**config.mk**
```make
export PLATFORM = sky130hd
export DESIGN_NAME = lc_transition_ctrl_flat
export DESIGN_NICKNAME = d
export VERILOG_FILES = /design/src/rtl/lc_transition_ctrl_if.sv /design/src/rtl/lc_transition_ctrl.sv /design/src/flat_wrapper.sv
export SDC_FILE = /design/constraint.sdc
export NUM_CORES = 1
export LEC_CHECK = 0
export CAP_MARGIN = 20
export CORE_MARGIN = 2
export CORE_UTILIZATION = 47
export DETAILED_ROUTE_END_ITERATION = 8
export GPL_ROUTABILITY_DRIVEN = 0
export PLACE_DENSITY = 0.77
export SLEW_MARGIN = 5
export SYNTH_ARGS = -nofsm -noshare
export SYNTH_HDL_FRONTEND = slang
export SYNTH_SLANG_ARGS = --single-unit
```
**constraint.sdc**
```tcl
create_clock -name clk_i -period 2.6 [get_ports clk_i]
set_input_delay 0.39 -clock clk_i [delete_from_list [all_inputs] [get_ports clk_i]]
set_output_delay 0.39 -clock clk_i [all_outputs]
set_load 0.005 [all_outputs]
```
**src/rtl/lc_transition_ctrl_if.sv**
```systemverilog
// Request/response handshake between the life-cycle requester and the
// transition controller.
//
// Handshake rules: a request transfers on a rising clock edge where
// req_valid && req_ready are both 1; the requester holds req_target stable
// while req_valid is high, and req_ready never depends combinationally on
// req_valid. resp_valid is a one-cycle pulse per finished request and
// resp_err is only meaningful while resp_valid is 1.
interface lc_transition_ctrl_if #(
    parameter int TargetWidth = 5
);
    logic                   req_valid;
    logic                   req_ready;
    logic [TargetWidth-1:0] req_target;
    logic                   resp_valid;
    logic                   resp_err;

    // Requester side
    modport master (
        output req_valid,
        output req_target,
        input  req_ready,
        input  resp_valid,
        input  resp_err
    );

    // Controller side
    modport slave (
        input  req_valid,
        input  req_target,
        output req_ready,
        output resp_valid,
        output resp_err
    );
endinterface

```
**src/rtl/lc_transition_ctrl.sv**
```systemverilog
// Life-cycle transition controller: accepts one transition request at a
// time, checks it for legality, programs the replicated decoded-state
// register one replica per cycle, then verifies that all replicas agree.
// Escalation forces every replica to the Escalate code and parks the FSM
// until reset.
module lc_transition_ctrl #(
    parameter int NumLcStates        = 21,
    parameter int DecLcStateWidth    = 5,
    parameter int DecLcStateNumRep   = 6,
    parameter int ExtDecLcStateWidth = DecLcStateNumRep * DecLcStateWidth
) (
    input  logic                          clk_i,
    input  logic                          rst_ni,
    lc_transition_ctrl_if.slave           req_if,
    input  logic                          escalate_i,
    output logic [DecLcStateWidth-1:0]    dec_state_o,
    output logic [ExtDecLcStateWidth-1:0] ext_state_o,
    output logic                          busy_o,
    output logic [2:0]                    state_o
);

    // Special decoded codes that sit just above the programmable range.
    localparam logic [DecLcStateWidth-1:0] MaxProgState = DecLcStateWidth'(NumLcStates - 1);
    localparam logic [DecLcStateWidth-1:0] DecPostTrans = DecLcStateWidth'(NumLcStates);
    localparam logic [DecLcStateWidth-1:0] DecEscalate  = DecLcStateWidth'(NumLcStates + 1);
    localparam logic [DecLcStateWidth-1:0] DecInvalid   = DecLcStateWidth'(NumLcStates + 2);
    localparam logic [2:0]                 LastRep      = 3'(DecLcStateNumRep - 1);

    typedef enum logic [2:0] {
        IDLE    = 3'd0,
        CHECK   = 3'd1,
        PROGRAM = 3'd2,
        VERIFY  = 3'd3,
        RESP    = 3'd4,
        ESC     = 3'd5
    } state_e;

    state_e                          state_q, state_d;
    logic [DecLcStateWidth-1:0]      tgt_q, tgt_d;
    logic [2:0]                      k_q, k_d;
    logic                            err_q, err_d;
    logic                            esc_resp_q, esc_resp_d;
    logic [ExtDecLcStateWidth-1:0]   ext_state_q, ext_state_d;

    logic                            all_equal;
    logic                            all_match_tgt;
    logic [DecLcStateWidth-1:0]      rep0;
    logic [DecLcStateWidth-1:0]      cur_state;
    logic                            legal;

    // Replica agreement: every replica against replica 0 and against the target.
    always_comb begin
        rep0          = ext_state_q[DecLcStateWidth-1:0];
        all_equal     = 1'b1;
        all_match_tgt = 1'b1;
        for (int i = 0; i < DecLcStateNumRep; i++) begin
            if (ext_state_q[i*DecLcStateWidth +: DecLcStateWidth] != rep0) begin
                all_equal = 1'b0;
            end
            if (ext_state_q[i*DecLcStateWidth +: DecLcStateWidth] != tgt_q) begin
                all_match_tgt = 1'b0;
            end
        end
        cur_state = all_equal ? rep0 : DecInvalid;
    end

    // Legal only as a strictly forward move into the programmable range from a
    // consistent current state.
    always_comb begin
        legal = (tgt_q <= MaxProgState) && (tgt_q > cur_state) && (cur_state != DecInvalid);
    end

    // Next-state logic; escalation overrides everything except the ESC park state.
    always_comb begin
        state_d     = state_q;
        tgt_d       = tgt_q;
        k_d         = k_q;
        err_d       = err_q;
        esc_resp_d  = 1'b0;
        ext_state_d = ext_state_q;

        if (state_q == ESC) begin
            state_d = ESC;
        end else if (escalate_i) begin
            // A request still being worked on gets its error response in the
            // same cycle the override lands; a simultaneous accept is dropped.
            state_d     = ESC;
            ext_state_d = {DecLcStateNumRep{DecEscalate}};
            esc_resp_d  = (state_q == CHECK) || (state_q == PROGRAM) || (state_q == VERIFY);
        end else begin
            case (state_q)
                IDLE: begin
                    if (req_if.req_valid) begin
                        tgt_d   = req_if.req_target;
                        err_d   = 1'b0;
                        state_d = CHECK;
                    end
                end
                CHECK: begin
                    if (legal) begin
                        k_d     = 3'd0;
                        state_d = PROGRAM;
                    end else begin
                        err_d   = 1'b1;
                        state_d = RESP;
                    end
                end
                PROGRAM: begin
                    for (int i = 0; i < DecLcStateNumRep; i++) begin
                        if (k_q == 3'(i)) begin
                            ext_state_d[i*DecLcStateWidth +: DecLcStateWidth] = tgt_q;
                        end
                    end
                    k_d = k_q + 3'd1;
                    if (k_q == LastRep) begin
                        state_d = VERIFY;
                    end
                end
                VERIFY: begin
                    err_d   = !all_match_tgt;
                    state_d = RESP;
                end
                RESP: begin
                    state_d = IDLE;
                end
                default: begin
                    state_d = IDLE;
                end
            endcase
        end
    end

    // State and datapath registers; reset abandons any operation silently.
    always_ff @(posedge clk_i) begin
        if (!rst_ni) begin
            state_q     <= IDLE;
            tgt_q       <= '0;
            k_q         <= 3'd0;
            err_q       <= 1'b0;
            esc_resp_q  <= 1'b0;
            ext_state_q <= '0;
        end else begin
            state_q     <= state_d;
            tgt_q       <= tgt_d;
            k_q         <= k_d;
            err_q       <= err_d;
            esc_resp_q  <= esc_resp_d;
            ext_state_q <= ext_state_d;
        end
    end

    // Output decode, all from registered state.
    always_comb begin
        req_if.req_ready  = (state_q == IDLE);
        req_if.resp_valid = (state_q == RESP) || esc_resp_q;
        req_if.resp_err   = req_if.resp_valid && (err_q || esc_resp_q);
        busy_o            = (state_q != IDLE) && (state_q != ESC);
        ext_state_o       = ext_state_q;
        state_o           = state_q;
        if (state_q == ESC) begin
            dec_state_o = DecEscalate;
        end else if ((state_q == PROGRAM) || (state_q == VERIFY)) begin
            dec_state_o = DecPostTrans;
        end else begin
            dec_state_o = cur_state;
        end
    end

endmodule
```
**src/flat_wrapper.sv**
```systemverilog
// flat-port wrapper written by rule: the top's interface ports become plain ports
module lc_transition_ctrl_flat 
#(
    parameter int NumLcStates        = 21,
    parameter int DecLcStateWidth    = 5,
    parameter int DecLcStateNumRep   = 6,
    parameter int ExtDecLcStateWidth = DecLcStateNumRep * DecLcStateWidth
)
  (clk_i, rst_ni, escalate_i, dec_state_o, ext_state_o, busy_o, state_o, req_if_req_valid, req_if_req_target, req_if_req_ready, req_if_resp_valid, req_if_resp_err);
  lc_transition_ctrl_if req_if_i ();
  input  logic clk_i;
  input  logic rst_ni;
  input  logic escalate_i;
  output logic [DecLcStateWidth-1:0] dec_state_o;
  output logic [ExtDecLcStateWidth-1:0] ext_state_o;
  output logic busy_o;
  output logic [2:0] state_o;
  input wire logic [$bits(req_if_i.req_valid)-1:0] req_if_req_valid;
  input wire logic [$bits(req_if_i.req_target)-1:0] req_if_req_target;
  output wire logic [$bits(req_if_i.req_ready)-1:0] req_if_req_ready;
  output wire logic [$bits(req_if_i.resp_valid)-1:0] req_if_resp_valid;
  output wire logic [$bits(req_if_i.resp_err)-1:0] req_if_resp_err;
  assign req_if_i.req_valid = req_if_req_valid;
  assign req_if_i.req_target = req_if_req_target;
  assign req_if_req_ready = req_if_i.req_ready;
  assign req_if_resp_valid = req_if_i.resp_valid;
  assign req_if_resp_err = req_if_i.resp_err;
  lc_transition_ctrl #(.NumLcStates(NumLcStates), .DecLcStateWidth(DecLcStateWidth), .DecLcStateNumRep(DecLcStateNumRep), .ExtDecLcStateWidth(ExtDecLcStateWidth)) u_core (.clk_i(clk_i), .rst_ni(rst_ni), .req_if(req_if_i), .escalate_i(escalate_i), .dec_state_o(dec_state_o), .ext_state_o(ext_state_o), .busy_o(busy_o), .state_o(state_o));
endmodule
```
==> results.cfg <==
[logic_synthesis]
synth_fp_nets = 313
ys_warn_count = 0
syn-instance-count = 295
netlist_area_sq_um = 2540
synth_area_per_cell_sq_um = 8.61
seq_area_frac_synth_pct = 33.9
synth-main-ff-cell = dfxtp_1
synth_edf_count = 0
ys_async_sr_fraction_pct = 0
synthDistinctLibCells = 48
synth-seq-cells = 43

[sta]
hold_viol_final = 0
maxSlewHeadroom_pct = 62.1
hold_slack_ns = 0.491
fin_ws_ns = -0.302
max_freq_mhz = 345
fin_skew_ns = 0.00829
fin_crit_ns = 2.90
finalCritPeriodShare_pct = 112
rsz0062_at_grt = true
setup_viol = 9
tightest_slew_ns = 0.568
totalNegativeSetupSlack_ns = -1.96
report.final.slew_viol_count = 0

[setup_path]
slowest_stage = dfxtp_1
setup.worst_path.end_class = flop
critPathKind = reg -> reg
crit_start = u_core.ext_state_o[10]
required_ns = 2.79
start_kind = flop
ff2ff_path_depth = 13
reg2reg_from = u_core.ext_state_o[10]
slowest_delay_ns = 0.34
reg2reg_slack_ns = -0.30
cp.arrival_ns = 3.10
path_cells = nor3_2, o22ai_2, nor4_4, nand4_4, or2_1, ha_2, nor2b_2, o311ai_1, o31a_1, nand4b_1, buf_4, nor4_2, o21ai_1
crit_fanout = 4
reg2reg_to = u_core.state_o[2]

[finish]
regArea_sq_um = 881
layout_commonest_cell = buf_4
design_area_sq_um = 3670
drive_above_1_share_pct = 27.0
final_cell_mix = 53 x buf_4, 45 x clkdlybuf4s50_1, 33 x dfxtp_1, 32 x nand2_1, 24 x nor2b_1
final_net_count = 410
multi_input_area_sq_um = 1660
diodes = 0
area_growth_pct = 44.6
post-route-util_pct = 71.0
fill_cells = 379
final_cell_count_no_fill = 463

[die]
fp.dieW_um = 77.5
start_util_pct = 49.1
fp.coreArea_sq_um = 5170
num_rows = 26
die_area_sq_um = 6010
die_y_um = 77.5
io_pins = 51

[global_route]
overflow = 0
grt_pass1_vias = 2499
grt_pass1_wl_um = 12400
grt_max_degree = 25
antenna_found_initial = 0
grt_use_total_pct = 26.0

[placement]
place_inst = 449
dp_hpwl_um = 5620
portBuffers = 50
placed_area_sq_um = 3460
place_ws_ns = -0.283

[worst_hold_path]
hp-start = u_core.err_q
hold_depth = 2
hp-class = reg -> reg
min_to = u_core.err_q

[outcome]
status = finished, violations left
violations = negative setup slack

[drt]
dr.pass1.iters = 4
drtIter0Drc = 182
wl_per_cell_um = 16.9
antenna_left = 0
drc = 0
wl_um = 7830
route.vias.total = 2634
routed_via_density = 5.69

[power_and_ir_drop]
power.total_mw = 1.71
leakage_nw = 1.68
peakVddDrop_mv = 0.371
power.density_nw_per_um2 = 465

[clocking]
clock-sinks = 43
cts_buffers = 5
cts_tree = built
clock_latency_ns = 0.31
cts_hold_buf = 0
path_clk_slew_ns = 0.09
htree_levels = 2
clockRootBuffer = clkbuf_8
cts_buffer_depth = 2

[flow_run]
maxCapViolCount = 0
==> how the worst max path moves through the flow <==
stage / to / cells after the start / slack (ns)
floorplan: u_core.state_o[1] / 13 / -0.20
global placement: u_core.state_o[1] / 12 / -0.20
detailed placement: u_core.state_o[1] / 12 / -0.28
CTS: u_core.state_o[1] / 12 / -0.24
global route: u_core.state_o[2] / 13 / -0.41
finish: u_core.state_o[2] / 13 / -0.30
==> cells in the mapped netlist (all sizes together) (4+ instances only) <==
cell / count / area share [%]
inv: 7 / 1.0
nand2: 32 / 4.7
dfxtp: 43 / 34
o211a: 19 / 7.5
nor2b: 25 / 6.2
clkbuf: 11 / 1.6
and3: 10 / 2.5
nand4: 8 / 2.6
nor4: 4 / 2.2
nand3: 5 / 0.98
ha: 9 / 4.4
o31ai: 4 / 1.2
o21ai: 8 / 1.6
nor3: 17 / 4.0
nand2b: 4 / 0.98
buf: 5 / 1.2
a21oi: 9 / 1.8
nor2: 23 / 4.0
mux2i: 18 / 7.1
==> worst max-delay path: cells and delay by family (launching register included) <==
kind	cells	cell delay (ns)
compound gates	4	0.57
fa+ha+maj	1	0.20
buf+inv	1	0.19
flops	1	0.34
simple gates	7	1.48
==> registers in the layout, summed over array words and instances (netlist names) <==
register and count:
u_core.err_q 1, u_core.esc_resp_q 1, u_core.state_o 3, u_core.k_q 3, u_core.ext_state_o 30, u_core.tgt_q 5
==> repair_timing <==
item	CTS	global route
pin swaps	13	5
resized for setup	35	11
buffers inserted	4	2
setup endpoints to repair	11	11
==> per-layer routing <==
metal / wire length, um / track usage (%) / vias up
met4: 287 / 11.3 / 0
met5: 0 / 0 / -
li1: - / - / 1272
met1: 3410 / 32.9 / 1231
met3: 456 / 3.95 / 27
met2: 3680 / 43.7 / 104
==> cells by family (layout without fill, tap and decap cells) <==
kind of cell,count (synthesis),count (layout),synth area share (%)
mux,18,18,7.09
flops,43,43,33.9
fa+ha+maj,9,9,4.43
xor+xnor,2,2,0.689
buf+inv,23,121,3.89
compound gates,61,61,18.9
simple gates,139,139,31.1
==> final cells by class <==
class                   instances  share of cell area, %
multi-input cells             229                   45.0
repair buffers                106                   24.7
flip-flops and latches         43                   24.0
well taps                      70                   2.38
clock buffers                   6                   2.25
clock inverters                 2                  0.953
inverters                       7                  0.715
==> report_power, final <==
part / internal [mW] / switching [mW]
Combinational: 0.226 / 0.188
Sequential: 0.692 / 0.0483
Clock: 0.311 / 0.245
No activity file was read; power rests on OpenSTA's default activity.
